--- src/rtl/kbd_pkg.sv ---
// Shared scan-code constants, event record and handshake states for the key sequencer.
// Latency: n/a (types and constants only).
// Backpressure: n/a.
package kbd_pkg;

  localparam logic [7:0] SC_BREAK  = 8'hF0;
  localparam logic [7:0] SC_EXT    = 8'hE0;
  localparam logic [7:0] SC_LSHIFT = 8'h12;
  localparam logic [7:0] SC_RSHIFT = 8'h59;
  localparam logic [7:0] SC_CTRL   = 8'h14;
  localparam logic [7:0] SC_CAPS   = 8'h58;

  localparam int EVT_W = 12;

  // One decoded key event as stored in the event FIFO.
  typedef struct packed {
    logic [7:0] code;
    logic       brk;
    logic       ext;
    logic       upper;
    logic       ctrl;
  } kbd_evt_t;

  typedef enum logic [1:0] {
    HS_IDLE = 2'd0,
    HS_POP  = 2'd1,
    HS_HOLD = 2'd2
  } hs_state_t;

  // Shift, ctrl and caps keys; only right ctrl exists in the extended set.
  function automatic logic is_modifier(input logic [7:0] code, input logic ext);
    if (ext) begin
      return (code == SC_CTRL);
    end
    return (code == SC_LSHIFT) || (code == SC_RSHIFT) ||
           (code == SC_CTRL)   || (code == SC_CAPS);
  endfunction

endpackage

--- src/rtl/key_evt_fifo.sv ---
// Synchronous FIFO for key events with head word visible combinationally.
// Latency: a write is visible at the head the cycle after it is accepted.
// Backpressure: wr_rdy low when full unless a read happens the same cycle; reads when empty are ignored.
module key_evt_fifo #(
  parameter int DEPTH = 8,
  parameter int WIDTH = 12
) (
  input  logic             clk,
  input  logic             clrn,
  input  logic             wr_vld,
  input  logic [WIDTH-1:0] wr_dat,
  output logic             wr_rdy,
  input  logic             rd_rdy,
  output logic             rd_vld,
  output logic [WIDTH-1:0] rd_dat
);

  localparam int AW = (DEPTH > 1) ? $clog2(DEPTH) : 1;

  logic [AW:0]      wr_ptr;
  logic [AW:0]      rd_ptr;
  logic [WIDTH-1:0] mem [DEPTH];
  logic             empty;
  logic             full;
  logic             rd_fire;
  logic             wr_fire;

  // The extra pointer bit distinguishes full from empty when the indices match.
  assign empty   = (wr_ptr == rd_ptr);
  assign full    = (wr_ptr[AW] != rd_ptr[AW]) && (wr_ptr[AW-1:0] == rd_ptr[AW-1:0]);
  assign rd_fire = rd_rdy && !empty;
  assign wr_rdy  = !full || rd_fire;
  assign wr_fire = wr_vld && wr_rdy;
  assign rd_vld  = !empty;
  assign rd_dat  = empty ? '0 : mem[rd_ptr[AW-1:0]];

  // Pointer advance on accepted writes and reads.
  always_ff @(posedge clk or negedge clrn) begin
    if (!clrn) begin
      wr_ptr <= '0;
      rd_ptr <= '0;
    end else begin
      if (wr_fire) wr_ptr <= wr_ptr + 1'b1;
      if (rd_fire) rd_ptr <= rd_ptr + 1'b1;
    end
  end

  // Storage write; a full-and-read cycle overwrites the slot being read out, which is safe.
  always_ff @(posedge clk) begin
    if (wr_fire) mem[wr_ptr[AW-1:0]] <= wr_dat;
  end

endmodule

--- src/rtl/ps2_key_sequencer.sv ---
// Pops PS/2 scan bytes, folds F0/E0 prefixes into key events, tracks modifiers and queues events.
// Latency: ps2_ready sampled at edge N -> event at FIFO head after edge N+2; one byte per 3 cycles max.
// Backpressure: consumer pops via evt_rd at its own pace; a push into a full FIFO is dropped and counted.
module ps2_key_sequencer
  import kbd_pkg::*;
#(
  parameter int FIFO_DEPTH = 8,
  parameter int REPEAT_EN  = 1
) (
  input  logic        clk,
  input  logic        clrn,
  input  logic        ps2_ready,
  input  logic [7:0]  ps2_byte,
  input  logic        ps2_overflow,
  output logic        ps2_nextdata_n,
  input  logic        evt_rd,
  output logic        evt_valid,
  output logic [7:0]  evt_code,
  output logic        evt_break,
  output logic        evt_ext,
  output logic        evt_upper,
  output logic        evt_ctrl,
  output logic        shift,
  output logic        ctrl,
  output logic        caps,
  output logic [15:0] key_count,
  output logic [7:0]  drop_count
);

  hs_state_t    state_q;
  hs_state_t    state_d;
  logic [7:0]   byte_q;
  logic         brk_pend_q;
  logic         ext_pend_q;
  logic         lshift_q;
  logic         rshift_q;
  logic         ctrl_q;
  logic         caps_q;
  logic         caps_held_q;
  logic [127:0] held_q;
  logic         ovf_q;
  logic         ovf_rise;

  logic         is_pop;
  logic         is_evt;
  logic         cur_mod;
  logic         filt;
  logic         rpt;
  logic         do_push;
  logic         do_cnt;
  kbd_evt_t     evt_d;

  kbd_evt_t     pend_evt_q;
  logic         pend_vld_q;
  logic         pend_cnt_q;

  logic         fifo_wr_rdy;
  logic         push_ok;
  logic         push_drop;
  kbd_evt_t     head;
  logic [EVT_W-1:0] fifo_rd_dat;

  logic [1:0]   drop_inc;
  logic [8:0]   drop_sum;

  // Handshake state register.
  always_ff @(posedge clk or negedge clrn) begin
    if (!clrn) state_q <= HS_IDLE;
    else       state_q <= state_d;
  end

  // Handshake next state and the one-cycle active-low pop strobe.
  always_comb begin
    state_d        = state_q;
    ps2_nextdata_n = 1'b1;
    case (state_q)
      HS_IDLE: if (ps2_ready) state_d = HS_POP;
      HS_POP: begin
        ps2_nextdata_n = 1'b0;
        state_d        = HS_HOLD;
      end
      HS_HOLD: state_d = HS_IDLE;
      default: state_d = HS_IDLE;
    endcase
  end

  // Capture the byte offered by the keyboard when leaving IDLE.
  always_ff @(posedge clk or negedge clrn) begin
    if (!clrn)                                byte_q <= '0;
    else if (state_q == HS_IDLE && ps2_ready) byte_q <= ps2_byte;
  end

  assign is_pop   = (state_q == HS_POP);
  assign ovf_rise = ps2_overflow && !ovf_q;

  // Decode of the captured byte; the event snapshots modifiers before its own update.
  always_comb begin
    is_evt      = is_pop && (byte_q != SC_BREAK) && (byte_q != SC_EXT);
    cur_mod     = is_modifier(byte_q, ext_pend_q);
    filt        = !ext_pend_q && !byte_q[7];
    rpt         = filt && !brk_pend_q && held_q[byte_q[6:0]];
    do_push     = is_evt && !(rpt && (cur_mod || (REPEAT_EN == 0)));
    do_cnt      = is_evt && !cur_mod && !brk_pend_q && !rpt;
    evt_d       = '0;
    evt_d.code  = byte_q;
    evt_d.brk   = brk_pend_q;
    evt_d.ext   = ext_pend_q;
    evt_d.upper = (lshift_q | rshift_q) ^ caps_q;
    evt_d.ctrl  = ctrl_q;
  end

  // Prefix flags are set-only until an event consumes them; overflow discards a partial sequence.
  always_ff @(posedge clk or negedge clrn) begin
    if (!clrn) begin
      brk_pend_q <= 1'b0;
      ext_pend_q <= 1'b0;
    end else if (ovf_rise) begin
      brk_pend_q <= 1'b0;
      ext_pend_q <= 1'b0;
    end else if (is_pop) begin
      if (byte_q == SC_BREAK)   brk_pend_q <= 1'b1;
      else if (byte_q == SC_EXT) ext_pend_q <= 1'b1;
      else begin
        brk_pend_q <= 1'b0;
        ext_pend_q <= 1'b0;
      end
    end
  end

  // Held-key bitmap and modifier state, updated by every decoded event.
  always_ff @(posedge clk or negedge clrn) begin
    if (!clrn) begin
      held_q      <= '0;
      lshift_q    <= 1'b0;
      rshift_q    <= 1'b0;
      ctrl_q      <= 1'b0;
      caps_q      <= 1'b0;
      caps_held_q <= 1'b0;
    end else if (is_evt) begin
      if (filt) held_q[byte_q[6:0]] <= !brk_pend_q;
      if (!ext_pend_q && byte_q == SC_LSHIFT) lshift_q <= !brk_pend_q;
      if (!ext_pend_q && byte_q == SC_RSHIFT) rshift_q <= !brk_pend_q;
      if (byte_q == SC_CTRL)                  ctrl_q   <= !brk_pend_q;
      if (!ext_pend_q && byte_q == SC_CAPS) begin
        if (!brk_pend_q && !caps_held_q) caps_q <= !caps_q;
        caps_held_q <= !brk_pend_q;
      end
    end
  end

  // Decoded event waits one cycle here so the FIFO write lands during HOLD.
  always_ff @(posedge clk or negedge clrn) begin
    if (!clrn) begin
      pend_vld_q <= 1'b0;
      pend_cnt_q <= 1'b0;
      pend_evt_q <= '0;
    end else begin
      pend_vld_q <= do_push;
      pend_cnt_q <= do_cnt;
      if (is_evt) pend_evt_q <= evt_d;
    end
  end

  key_evt_fifo #(
    .DEPTH (FIFO_DEPTH),
    .WIDTH (EVT_W)
  ) u_fifo (
    .clk    (clk),
    .clrn   (clrn),
    .wr_vld (pend_vld_q),
    .wr_dat (pend_evt_q),
    .wr_rdy (fifo_wr_rdy),
    .rd_rdy (evt_rd),
    .rd_vld (evt_valid),
    .rd_dat (fifo_rd_dat)
  );

  assign head       = fifo_rd_dat;
  assign evt_code   = head.code;
  assign evt_break  = head.brk;
  assign evt_ext    = head.ext;
  assign evt_upper  = head.upper;
  assign evt_ctrl   = head.ctrl;
  assign shift      = lshift_q | rshift_q;
  assign ctrl       = ctrl_q;
  assign caps       = caps_q;

  assign push_ok    = pend_vld_q && fifo_wr_rdy;
  assign push_drop  = pend_vld_q && !fifo_wr_rdy;
  assign drop_inc   = {1'b0, push_drop} + {1'b0, ovf_rise};
  assign drop_sum   = {1'b0, drop_count} + {7'b0, drop_inc};

  // Overflow edge detector and the key/drop statistics.
  always_ff @(posedge clk or negedge clrn) begin
    if (!clrn) begin
      ovf_q      <= 1'b0;
      key_count  <= '0;
      drop_count <= '0;
    end else begin
      ovf_q <= ps2_overflow;
      if (push_ok && pend_cnt_q) key_count <= key_count + 16'd1;
      drop_count <= drop_sum[8] ? 8'hFF : drop_sum[7:0];
    end
  end

endmodule

--- config.mk ---
export PLATFORM = sky130hd
export DESIGN_NAME = ps2_key_sequencer
export DESIGN_NICKNAME = d
export VERILOG_FILES = /design/src/rtl/kbd_pkg.sv /design/src/rtl/key_evt_fifo.sv /design/src/rtl/ps2_key_sequencer.sv
export SDC_FILE = /design/constraint.sdc
export NUM_CORES = 1
export LEC_CHECK = 0
export CAP_MARGIN = 20
export CORE_ASPECT_RATIO = 1.2
export CORE_MARGIN = 2
export CORE_UTILIZATION = 60
export CTS_CLUSTER_SIZE = 28
export DETAILED_ROUTE_END_ITERATION = 6
export DONT_BUFFER_PORTS = 1
export GPL_ROUTABILITY_DRIVEN = 0
export PLACE_DENSITY = 0.76
export SLEW_MARGIN = 20
export SYNTH_ARGS = -nofsm -noshare
export SYNTH_HDL_FRONTEND = slang
export SYNTH_HIERARCHICAL = 1
export SYNTH_SLANG_ARGS = --single-unit
--- constraint.sdc ---
create_clock -name clk -period 2.91 [get_ports clk]
set_input_delay 0.4365 -clock clk [delete_from_list [all_inputs] [get_ports clk]]
set_output_delay 0.4365 -clock clk [all_outputs]
set_load 0.005 [all_outputs]
== Word level (Yosys, flattened, before mapping) ==
Memory sizes are Yosys's and may differ from the RTL's.
Cells that the tools add are included.
Widths: inputs -> output; s select.

* Register bits: 192
* RAM bits: 96
* Bits of input ports: 13
* Output and inout bits: 41
* Word-level logic and storage cells: 118
* Memories: 1

{| class="wikitable"
|+ Memories
! name !! words !! width !! read ports !! clocked after memory_dff !! wr ports !! RTL line !! text
|-
| u_fifo.mem || 8 || 12 || 1 || 0 || 1 || key_evt_fifo.sv:22 || <nowiki>logic [WIDTH-1:0] mem [DEPTH];</nowiki>
|}

* $add $sub $neg: 5
* Magnitude comparators: 2
* Equal/unequal tests: 15
* Muxes and demuxes: 23
* Bitwise logic cells: 2
* Reduce and logical (&&, ||, !) cells: 48

{| class="wikitable"
|+ Operators with widths
! operator !! count
|-
| $bwmux 128 || 1
|-
| $logic_and 1x1->1 || 22
|-
| $add 16x1->16 const B || 1
|-
| $eq 8x5->1 const B || 2
|-
| $eq 8x7->1 const B || 2
|-
| $eq 8x8->1 const B || 2
|-
| $mux 1 || 16
|-
| $ne 8x8->1 const B || 2
|-
| $reduce_and 2->1 || 7
|-
| $logic_not 1->1 || 12
|-
| $mux 12 || 1
|-
| $add 8x2->9 || 1
|-
| $add 4x1->4 const B || 2
|-
| $lt 7x8->1 const B || 1
|-
| $mux 8 || 1
|-
| $bmux 1 s7 || 1
|-
| $demux 1 s7 || 1
|-
| $ge 7x1->1 const B || 1
|-
| $eq 4x4->1 || 1
|-
| $logic_or 1x1->1 || 4
|-
| $ne 2x2->1 const B || 2
|-
| $pmux 2 s2 || 1
|-
| $eq 3x3->1 || 1
|-
| $ne 3x3->1 const B || 1
|-
| other kinds (9) || 9
|}

== Depth between registers and ports, before layout ==
Gate-level depths: netlist of run 1.

* Word-level depth: 9
* Mapped depth: 13
* Mapped depth without buffers: 12

== Hierarchy ==
Netlist of run 1, hierarchy kept.

{| class="wikitable"
|+ Modules (own cells, without submodules)
! module !! instances !! cells an instance !! area an instance (um^2) !! seq. area each (um^2)
|-
| ps2_key_sequencer || 1 || 801 || 8734.6 || 4604.4
|-
| key_evt_fifo || 1 || 207 || 4169.0 || 3083.0
|}

== Worst setup path before layout of run 1 ==
Ideal clock, no wire load.

* Path kind: flip-flop to flip-flop
* Start: reg u_fifo.rd_ptr[0]
* End: mem u_fifo.mem[0][0], enable pin
* Library setup time: 412 ps
* Arrival time: 2164 ps
* Data required time: 2498 ps
* Path slack: 333 ps
* Stages on the path, launching flop included: 6
* Path buffers: 1
* Period minus slack after synthesis: 2577 ps
* Path through: dfrtp_1 buf_4 xnor2_1 nand3_1 nor2_1 nor4_1

* Cells in the longest elaborated chain, start to end: 7
* Elaborated cells on any way between the ends: 10
* Those cells by class: eq/ne: 2; mux: 2; reduce/logical: 6

{| class="wikitable"
|+ Ends and longest elaborated chain
! item !! RTL line !! text
|-
| start: declaration || key_evt_fifo.sv:21 || <nowiki>logic [AW:0] rd_ptr;</nowiki>
|-
| start signal: assignment || key_evt_fifo.sv:44 || <nowiki>if (rd_fire) rd_ptr <= rd_ptr + 1'b1;</nowiki>
|-
| $eq 4x4->1 / $eq 3x3->1 (equally long branches) || key_evt_fifo.sv:29, key_evt_fifo.sv:30 ||
|-
| $logic_not 1->1 / $logic_and 1x1->1 (equally long branches) || key_evt_fifo.sv:31, key_evt_fifo.sv:30 ||
|-
| $logic_and 1x1->1 / $logic_not 1->1 (equally long branches) || key_evt_fifo.sv:31, key_evt_fifo.sv:32 ||
|-
| $logic_or 1x1->1 (*) || key_evt_fifo.sv:32 || <nowiki>assign wr_rdy = !full || rd_fire;</nowiki>
|-
| $logic_and 1x1->1 (*) || key_evt_fifo.sv:33 || <nowiki>assign wr_fire = wr_vld && wr_rdy;</nowiki>
|-
| $mux 1 (*) || key_evt_fifo.sv:50 || <nowiki>if (wr_fire) mem[wr_ptr[AW-1:0]] <= wr_dat;</nowiki>
|-
| $mux 1 (implied by the code) (*) || key_evt_fifo.sv:50 ||
|-
| end: declaration || key_evt_fifo.sv:22 ||
|}

Every way passes the cells marked *; elsewhere a longest branch is shown, timed or not.

== Worst setup path after layout of run 1 ==
* Start: reg u_fifo.wr_ptr[2]
* End: reg drop_count[0]

* Cells in the longest elaborated chain, start to end: 9
* Elaborated cells on any way between the ends: 12
* Those cells by class: add/sub: 2; eq/ne: 2; mux: 1; reduce/logical: 7

{| class="wikitable"
|+ Ends and longest elaborated chain
! item !! RTL line !! text
|-
| start: declaration || key_evt_fifo.sv:20 || <nowiki>logic [AW:0] wr_ptr;</nowiki>
|-
| start signal: assignment || key_evt_fifo.sv:43 || <nowiki>if (wr_fire) wr_ptr <= wr_ptr + 1'b1;</nowiki>
|-
| $eq 4x4->1 / $eq 3x3->1 (equally long branches) || key_evt_fifo.sv:29, key_evt_fifo.sv:30 ||
|-
| $logic_not 1->1 / $logic_and 1x1->1 (equally long branches) || key_evt_fifo.sv:31, key_evt_fifo.sv:30 ||
|-
| $logic_and 1x1->1 / $logic_not 1->1 (equally long branches) || key_evt_fifo.sv:31, key_evt_fifo.sv:32 ||
|-
| $logic_or 1x1->1 (*) || key_evt_fifo.sv:32 ||
|-
| named net fifo_wr_rdy || ps2_key_sequencer.sv:57 || <nowiki>logic fifo_wr_rdy;</nowiki>
|-
| $logic_not 1->1 (*) || ps2_key_sequencer.sv:189 || <nowiki>assign push_drop = pend_vld_q && !fifo_wr_rdy;</nowiki>
|-
| $logic_and 1x1->1 (*) || ps2_key_sequencer.sv:189 ||
|-
| $add 1x1->2 (*) || ps2_key_sequencer.sv:190 || <nowiki>assign drop_inc = {1'b0, push_drop} + {1'b0, ovf_rise};</nowiki>
|-
| $add 8x2->9 (*) || ps2_key_sequencer.sv:191 || <nowiki>assign drop_sum = {1'b0, drop_count} + {7'b0, drop_inc};</nowiki>
|-
| $mux 8 (*) || ps2_key_sequencer.sv:202 || <nowiki>drop_count <= drop_sum[8] ? 8'hFF : drop_sum[7:0];</nowiki>
|-
| end signal: assignment || ps2_key_sequencer.sv:202 ||
|-
| end: declaration || ps2_key_sequencer.sv:27 || <nowiki>output logic [7:0] drop_count</nowiki>
|}

Mark *: on every way through the listed nets, which the timed path passes. The rest lies on a longest branch.
A chain may end at the register's enable or synchronous reset.

==> impl_metrics.py, run 1 <==
metrics = {
    "logic_synthesis": {
        "ys_types": 58,
        "synth_most_common_cell": "dfrtp_1",
        "async_reset_ff_share_pct": 66.7,
        "synth_top_flop_cell": "dfrtp_1",
        "syn_area_sq_um": 12900,
        "yosys.area_share.xor_xnor_pct": 1.97,
        "synth-simple-area-share_pct": 7.07,
        "synth_top_area_cell": "dfrtp_1",
        "ys_seq_area_share_pct": 59.6,
        "synth_mux_area_share_pct": 12.4,
        "ys.warnings.count": 6,
        "synth_top_area_share_pct": 37.2,
        "synth_edf_count": 96,
        "synth_compound_area_share_pct": 14.9,
        "syn_area_per_cell_sq_um": 12.8,
        "syn_inst": 1008,
        "synthesis.nets": 1026,
        "synth_top_family_by_area": "compound AO/OA/AOI/OAI gates",
        "yosys.area_share.adder_pct": 0.543,
        "synth_area_leaders": "dfrtp_1 37%, edfxtp_1 22%, o31ai_1 7.6%, mux4_2 6.8%, o21ai_0 5.7%",
        "synthTopCellsByCount": "192 x dfrtp_1, 146 x o21ai_0, 131 x o31ai_1",
        "synth_seq_cells": 288,
    },
    "cts": {
        "cts-root-buf": "clkbuf_16",
        "cts_setup_buffers": 0,
        "h-tree-depth": 1,
        "path_clk_slew_ps": 60,
        "ctsHoldBuffers": 2,
        "cts_buffers": 27,
        "clk-insertion-delay-late_ps": 540,
        "cts_tree": "built",
        "clock_sinks": 288,
        "clk_path_buf_depth": 3,
    },
    "detailed_routing": {
        "drt-pass1-iter-count": 5,
        "num_vias": 8250,
        "ant_nets": 0,
        "finalWirelength_mm": 28.1,
        "drc_errors": 0,
        "drt_iter0_markers": 914,
        "avgViaCountPerCell": 6.45,
        "avgRoutedWirePerCell_um": 21.9,
    },
    "global_routing": {
        "grt_overflow_total": 0,
        "grt_pass1_wl_mm": 44.7,
        "grt_start_max_net_pins": 193,
        "gr-usage-all-layers_pct": 25.6,
        "grt_pass1_vias": 8145,
        "grt_antenna_before_repair": 1,
    },
    "cells_and_area": {
        "final_util_pct": 66.8,
        "seq_area_sq_um": 7690,
        "multi_input_area_sq_um": 4810,
        "nets": 1006,
        "syn_to_final_growth_pct": 9.03,
        "drive_gt1_share_pct": 15.8,
        "num-fill-cells": 1505,
        "instances_no_fill": 1280,
    },
    "sta": {
        "finalMaxSlewViolations": 0,
        "timing_hold_violations_final": 192,
        "fmaxAchievable_ghz": 0.371,
        "rsz0062_at_grt": "false",
        "slew_headroom_pct": 52.6,
        "fin_setup_tns_ps": 0,
        "worstMarginPinSlew_ps": 709,
        "fin_skew_ps": 20.0,
        "finalSetupViolCount": 0,
        "min_period_over_period_pct": 92.7,
        "fin_crit_ps": 2700,
        "hold_slack_ps": -384,
    },
    "outcome": {
        "outcome": "finished, violations left",
        "violations": "negative hold slack",
    },
    "floorplan": {
        "io_pins": 54,
        "rows": 58,
        "fp.coreArea_sq_um": 21000,
        "start_util_pct": 61.3,
        "fp.dieH_um": 165,
        "dieArea_sq_um": 22700,
        "die_w_um": 138,
    },
    "power": {
        "power_mw": 11.9,
        "power_density_nw_per_um2": 846,
        "combPwrFrac_pct": 25.6,
        "vdd_ir_drop_max_v": 0.000705,
        "p_leak_nw": 5.57,
        "p_sw_share_pct": 31.4,
        "p_clk_share_pct": 27.6,
        "p_sw_mw": 3.73,
        "power.internal_mw": 8.17,
        "power_frac_seq_pct": 46.7,
    },
    "place": {
        "portBuffers": 0,
        "dpl.hpwl_mm": 17.8,
        "place_inst": 1227,
    },
    "worst_setup_path": {
        "arrival_ps": 3150,
        "r2r_slack_ps": 210,
        "critPathMaxFanout": 6,
        "endpoint_kind": "flop",
        "critPathRequiredTime_ps": 3370,
        "critPathLaunchType": "flop",
        "path_class": "flop to flop",
    },
    "run": {
        "cap_viol_max_count": 0,
    },
    "hold_path": {
        "min_path_type": "input port to async pin",
    },
}
## layer usage
layer | global-route usage [%] | wire length (um) | vias to the layer above
met3 | 2.64 | 1280 | 63
met4 | 9.23 | 976 | 0
met5 | 0 | 0 | -
li1 | - | - | 3801
met1 | 34.1 | 11300 | 4132
met2 | 43.9 | 14500 | 254
## path summary, 6_finish.rpt
kind,start,endpoint,cells past startpoint
min in group clk,ps2_byte[3],byte_q[3],2
max in group asynchronous,clrn,byte_q[0],0
max reg2reg,u_fifo/wr_ptr[2],drop_count[0],11
max,u_fifo/wr_ptr[2],drop_count[0],11
min reg2reg,held_q[1],held_q[1],2
min,clrn,held_q[92],0
## worst max-delay path, stage by stage, from the launching register on
cell and delay, ps:
dfrtp_1 450, xnor2_1 310, nand3_2 200, nor2_4 250, inv_1 80, nor2b_1 170
fa_1 220, ha_1 190, and3_1 180, and2_1 200, nand4_1 240, nand2b_1 150
## timing repair
action,4_1_cts,5_1_grt
endpoints found under the setup margin,1,7
hold endpoints to repair,194,192
resized for setup,1,2
## sequential cells by signal, indices dropped and copies added, names as in the netlist
register	flops
brk_pend_q	1
byte_q	8
caps	1
caps_held_q	1
ctrl	1
drop_count	8
ext_pend_q	1
held_q	128
key_count	16
lshift_q	1
ovf_q	1
pend_cnt_q	1
pend_evt_q	12
pend_vld_q	1
rshift_q	1
state_q	2
u_fifo/mem	96
u_fifo/rd_ptr	4
u_fifo/wr_ptr	4
## kinds of logic (layout without fill, tap and decap cells)
group                    Yosys count  count (layout)
AND/OR/NAND/NOR                  183             183
XOR/XNOR                          29              29
buffers and inverters            103             104
other                              0               1
adder cells (fa/ha/maj)            5               5
AO/OA/AOI/OAI                    306             306
flip-flops                       288             288
multiplexers                      94              94
## area by class of cell
type | count | area share, %
clock inverter | 15 | 0.729
antenna | 1 | 0.0178
inverter | 11 | 0.311
tap | 270 | 2.40
timing repair buffer | 43 | 2.60
clock buffer | 35 | 5.09
sequential | 288 | 54.7
multi-input combinational | 617 | 34.2
## stage by stage
step	area, sq um	setup WS [ps]
6_report	14100	212
5_1_grt	14100	11.5
4_1_cts	14100	125
3_5_place_dp	13200	42.7
3_3_place_gp	13200	236
2_1_floorplan	12900	333
## cells in the final DEF, fill, tap and decap left out, drive strengths merged, types with 6 or more instances in the layout
| cell | instances |
|---|---|
| a21oi | 10 |
| nor2 | 37 |
| mux2 | 20 |
| o31ai | 132 |
| dfrtp | 192 |
| nand3 | 16 |
| buf | 41 |
| nand2 | 58 |
| xnor2 | 21 |
| clkbuf | 35 |
| or2 | 6 |
| o21ai | 148 |
| clkinv | 13 |
| edfxtp | 96 |
| nor4 | 6 |
| xor2 | 8 |
| nor3 | 7 |
| nor2b | 9 |
| nand4 | 13 |
| nand2b | 7 |
| inv | 12 |
| and3 | 8 |
| mux4 | 48 |
| mux2i | 26 |
## power by group through the flow
stage / Clock, mW / Combinational (mW) / Sequential (mW)
detailed placement: 0 / 3.01 / 5.63
finish: 3.29 / 3.05 / 5.56
CTS: 3.33 / 3.05 / 5.56
floorplan: 0 / 2.41 / 5.37
global route: 3.50 / 3.37 / 5.66
global placement: 0 / 2.93 / 5.57
No activity file was read; power rests on OpenSTA's default activity.
==> inputs of run 2 (changes only) <==
ABC_AREA = 1   (was default)
CORE_UTILIZATION = 40   (was 60)
HOLD_SLACK_MARGIN = 0.1   (was default)
PLACE_DENSITY = default   (was 0.76)
==> impl_metrics.py, run 2 <==
metrics = {
    "floorplan": {
        "rows": 74,
        "fp.coreArea_sq_um": 33900,
        "die_w_um": 173,
        "io_pins": 54,
        "dieArea_sq_um": 35800,
        "fp.dieH_um": 207,
        "start_util_pct": 40.5,
    },
    "sta": {
        "finalMaxSlewViolations": 0,
        "timing_hold_violations_final": 192,
        "fin_setup_tns_ps": 0,
        "rsz0062_at_grt": "false",
        "finalSetupViolCount": 0,
        "hold_slack_ps": -425,
        "fmaxAchievable_ghz": 0.384,
        "worstMarginPinSlew_ps": 742,
        "fin_skew_ps": 51.6,
        "worst_slack_ps": 308,
        "slew_headroom_pct": 50.3,
        "fin_crit_ps": 2600,
        "min_period_over_period_pct": 89.4,
    },
    "detailed_routing": {
        "avgViaCountPerCell": 5.21,
        "finalWirelength_mm": 33.5,
        "num_vias": 10300,
        "drt-pass1-iter-count": 5,
        "avgRoutedWirePerCell_um": 16.9,
        "drc_errors": 0,
        "drt_iter0_markers": 676,
        "ant_nets": 0,
    },
    "global_routing": {
        "grt_antenna_before_repair": 0,
        "grt.busiest_layer": "met2",
        "grt_pass1_vias": 10000,
        "grt_overflow_total": 0,
        "grt_start_max_net_pins": 193,
        "use_met3_pct": 2.69,
        "gr-usage-all-layers_pct": 18.9,
        "grt_pass1_wl_mm": 54.5,
        "grtUsageMet1_pct": 24.0,
        "use_met2_pct": 33.3,
    },
    "power": {
        "power_mw": 13.5,
        "p_leak_nw": 6.65,
        "vdd_ir_drop_max_v": 0.000722,
        "power_density_nw_per_um2": 881,
    },
    "cells_and_area": {
        "syn_to_final_growth_pct": 11.8,
        "num-fill-cells": 3323,
        "final_util_pct": 45.3,
        "multi_input_area_sq_um": 4860,
        "final_common_cell": "nand2_1",
        "nets": 1518,
        "instances_no_fill": 1979,
        "seq_area_sq_um": 7690,
        "largest_reg_flops": 128,
        "final_cell_mix": "230 x nand2_1, 190 x dfrtp_1, 156 x nor2_1",
        "largest-register": "held_q",
        "antennaDiodeCount": 0,
        "drive_gt1_share_pct": 11.2,
    },
    "logic_synthesis": {
        "synthesis.nets": 1525,
        "synth_top_flop_cell": "dfrtp_1",
        "ys_seq_area_share_pct": 56.0,
        "async_reset_ff_share_pct": 66.7,
        "synth_seq_cells": 288,
        "ys_types": 47,
        "synth_top_area_share_pct": 35.0,
        "synth_edf_count": 96,
        "ys.warnings.count": 6,
        "synth_top_area_cell": "dfrtp_1",
        "synth_area_leaders": "dfrtp_1 35%, edfxtp_1 21%, nand2_1 6.3%, a31oi_1 5.7%, a21oi_1 4.7%",
        "syn_area_sq_um": 13700,
        "synthTopCellsByCount": "230 x nand2_1, 192 x dfrtp_1, 158 x nor2_1",
        "syn_area_per_cell_sq_um": 9.11,
        "synth_most_common_cell": "nand2_1",
        "syn_inst": 1507,
    },
    "worst_setup_path": {
        "critPathLaunchType": "flop",
        "endpoint_kind": "output pin",
        "critPathMaxFanout": 51,
        "r2r_cells": 11,
        "arrival_ps": 2170,
        "critPathRequiredTime_ps": 2470,
        "worstPathCellList": "buf_4, nor2_1, nor2_1, o21ai_0, o21ai_0, o21ai_0, nor2_1",
        "critical_path_buf_inv_count": 1,
        "rr_startpoint": "u_fifo/wr_ptr[1]",
        "r2r_slack_ps": 320,
        "path_delay_family": "buffers and inverters",
        "path_class": "flop to output pin",
        "slowest_stage": "buf_4",
        "regToRegEndpoint": "drop_count[3]",
        "crit_path_max_incr_delay_ps": 460,
    },
    "cts": {
        "cts_tree": "built",
        "clk-insertion-delay-late_ps": 600,
        "h-tree-depth": 1,
        "path_clk_slew_ps": 60,
        "ctsHoldBuffers": 10,
        "cts_resized": 0,
        "cts-root-buf": "clkbuf_16",
        "clk_path_buf_depth": 3,
        "cts_setup_buffers": 0,
        "cts_buffers": 30,
        "clock_sinks": 288,
    },
    "place": {
        "portBuffers": 0,
        "dpl.hpwl_mm": 20.3,
        "dpl_worst_slack_ps": 236,
        "place_inst": 1914,
    },
    "outcome": {
        "violations": "negative hold slack",
        "outcome": "finished, violations left",
    },
    "run": {
        "cap_viol_max_count": 0,
    },
    "hold_path": {
        "min_path_type": "input port to async pin",
    },
}
==> run 2: cell count changes after synthesis, moves of 39 or more <==
cell	before	now
nand2_1	57	230
o21ai_0	146	88
mux4_2	39	0
clkbuf_1	68	24
a21oi_1	10	129
o31ai_1	131	0
buf_2	10	55
nor2_1	37	158
nand3_1	16	77
inv_1	10	146
a31oi_1	1	124
==> run 2: power breakdown <==
part,internal [mW],switching (mW),total [mW]
registers,4.97,0.571,5.54
logic,1.27,2.58,3.85
clock network,2.47,1.65,4.12
==> run 2: per-stage QoR <==
stage / hold WS [ps] / cell area (sq um)
after detailed placement: 157 / 14200
after floorplan: 141 / 13700
after global placement: 159 / 14200
after CTS: -475 / 15300
final: -425 / 15300
after global routing: -468 / 15300
==> run 2: area by class of cell <==
cell class                 count  area share (%)
clock inverter                17            1.56
multi-input combinational    952            31.7
tap                          456            3.72
clock buffer                  38            5.42
timing repair buffer          60            3.34
sequential                   288            50.2
inverter                     168            4.11
==> run 2: logic make-up (layout without fill, tap and decap cells) <==
family,Yosys count,in the layout,share of synthesized area (%)
AND/OR/NAND/NOR,535,535,17.7
XOR/XNOR,21,21,1.45
flip-flops,288,288,56.0
AO/OA/AOI/OAI,391,391,15.7
adder cells (fa/ha/maj),5,5,0.511
buffers and inverters,267,283,8.59
==> run 2: worst max-delay path by stage <==
| stage | startpoint | end | cells after the start |
|---|---|---|---|
| after floorplan | u_fifo/rd_ptr[2] | drop_count[7] | 10 |
| after global placement | u_fifo/rd_ptr[1] | drop_count[3] | 11 |
| after detailed placement | u_fifo/wr_ptr[1] | drop_count[7] | 11 |
| after CTS | u_fifo/wr_ptr[1] | drop_count[3] | 11 |
| after global routing | u_fifo/wr_ptr[1] | key_count[14] | 15 |
| final | u_fifo/rd_ptr[0] | evt_upper | 7 |
==> run 2: worst reg2reg max path, delay by kind of cell (launching register included) <==
family        cells  cell delay, ps
buf+inv           1              80
flops             1             480
simple gates      8            1500
fa+ha+maj         2             500
==> run 2: metal layers <==
| layer | part of all wire, % | wire [um] |
|---|---|---|
| met5 | 0 | 0 |
| met2 | 49 | 16500 |
| met4 | 3.1 | 1040 |
| met3 | 4.7 | 1560 |
| met1 | 43 | 14400 |
==> inputs of run 3 (changes only) <==
clock period = 2.8 ns   (was 2.91 ns; I/O delays follow)
==> impl_metrics.py, run 3 (synthesized netlist as in run 2, its figures left out) <==
metrics = {
    "global_routing": {
        "grt_start_max_net_pins": 193,
        "grt_overflow_total": 0,
        "grt_antenna_before_repair": 0,
        "gr-usage-all-layers_pct": 18.6,
        "grt_pass1_vias": 9837,
        "grt_pass1_wl_mm": 53.6,
    },
    "run": {
        "cap_viol_max_count": 0,
    },
    "sta": {
        "rsz0062_at_grt": "false",
        "fin_crit_ps": 2560,
        "fin_setup_tns_ps": 0,
        "worst_slack_ps": 243,
        "hold_slack_ps": -428,
        "fin_skew_ps": 37.5,
        "finalMaxSlewViolations": 0,
        "finalSetupViolCount": 0,
        "worstMarginPinSlew_ps": 746,
        "slew_headroom_pct": 50.0,
        "fmaxAchievable_ghz": 0.391,
        "min_period_over_period_pct": 91.3,
        "timing_hold_violations_final": 192,
    },
    "cells_and_area": {
        "final_cell_mix": "230 x nand2_1, 190 x dfrtp_1, 156 x nor2_1",
        "nets": 1517,
        "largest_reg_flops": 128,
        "largest-register": "held_q",
        "fin_area_sq_um": 15200,
        "final_util_pct": 45.0,
        "drive_gt1_share_pct": 11.0,
        "final_common_cell": "nand2_1",
        "antennaDiodeCount": 0,
        "syn_to_final_growth_pct": 11.0,
    },
    "detailed_routing": {
        "num_vias": 10300,
        "drt_iter0_markers": 843,
        "ant_nets": 0,
        "avgViaCountPerCell": 5.20,
        "finalWirelength_mm": 33.2,
        "drc_errors": 0,
        "avgRoutedWirePerCell_um": 16.8,
        "drt-pass1-iter-count": 5,
    },
    "cts": {
        "cts_buffers": 30,
        "cts_tree": "built",
        "ctsHoldBuffers": 10,
        "clock_sinks": 288,
        "cts-root-buf": "clkbuf_16",
        "path_clk_slew_ps": 60,
        "h-tree-depth": 1,
        "clk_path_buf_depth": 3,
        "clk-insertion-delay-late_ps": 580,
        "cts_setup_buffers": 0,
    },
    "worst_setup_path": {
        "rr_startpoint": "u_fifo/wr_ptr[0]",
        "path_class": "flop to output pin",
        "critPathRequiredTime_ps": 2380,
        "critPathLaunchType": "flop",
        "regToRegEndpoint": "drop_count[3]",
        "critPathMaxFanout": 49,
        "r2r_cells": 12,
        "endpoint_kind": "output pin",
        "arrival_ps": 2140,
        "r2r_slack_ps": 310,
    },
    "floorplan": {
        "io_pins": 54,
        "die_w_um": 173,
        "rows": 74,
        "fp.coreArea_sq_um": 33900,
        "fp.dieH_um": 207,
        "dieArea_sq_um": 35800,
        "start_util_pct": 40.5,
    },
    "place": {
        "dpl_worst_slack_ps": 236,
        "dpl.hpwl_mm": 20.3,
        "portBuffers": 0,
        "dpl_cell_area_sq_um": 14100,
    },
    "power": {
        "power_mw": 13.7,
        "power_density_nw_per_um2": 900,
        "p_leak_nw": 6.61,
        "vdd_ir_drop_max_v": 0.000562,
    },
    "outcome": {
        "violations": "negative hold slack",
        "outcome": "finished, violations left",
    },
    "hold_path": {
        "min_path_type": "input port to async pin",
    },
}
## run 3: area by class of cell
cell class / count / area (sq um)
Fill cell: 3326 / 18700
Sequential cell: 288 / 7690
Multi-Input combinational cell: 952 / 4860
Clock buffer: 42 / 826
Inverter: 168 / 631
Tap cell: 456 / 571
Timing Repair Buffer: 59 / 480
Clock inverter: 14 / 169
## run 3: metal layers
metal	vias up	wire length, um	global-route usage [%]
met1	4927	14200	23.7
met3	53	1410	1.89
met2	241	16500	33.2
met4	0	1020	6.27
li1	5060	-	-
met5	-	0	0
## run 3: how the worst max path moves through the flow
stage                      from            end  slack, ps  depth (start not counted)
3_5_place_dp   u_fifo/rd_ptr[1]  drop_count[3]        240                         12
3_3_place_gp   u_fifo/wr_ptr[0]  drop_count[3]        280                         12
6_report       u_fifo/rd_ptr[0]    evt_code[7]        240                          7
4_1_cts        u_fifo/rd_ptr[0]    evt_code[7]        220                          7
5_1_grt        u_fifo/rd_ptr[0]      evt_upper          7                          7
2_1_floorplan  u_fifo/rd_ptr[2]  drop_count[7]        470                         10
## run 3: critical path: stages, from the launching register on
cell	delay (ps)
dfrtp_1	420
buf_4	460
nor2_1	100
nor2_1	100
o21ai_0	90
o21ai_0	100
o21ai_0	90
nor2_1	210
## run 3: through the flow
stage                     instances  hold slack [ps]
after floorplan                1507              124
after global placement         1913              142
after detailed placement       1913              142
after CTS                      1979             -478
after global routing           1979             -468
final                          1979             -428
## run 3: timing repair
action / CTS / global route
gates resized for setup: 0 / 1
endpoints found under the setup margin: 0 / 4
hold endpoints to repair: 204 / 192
## run 3: report_power, final
group          internal [mW]  total, mW  switching, mW  leakage (nW)
registers               5.17       5.76          0.594          3.48
clock network           2.34       3.99           1.65         0.492
logic                   1.30       3.96           2.67          2.64
total                   8.80       13.7           4.91          6.61
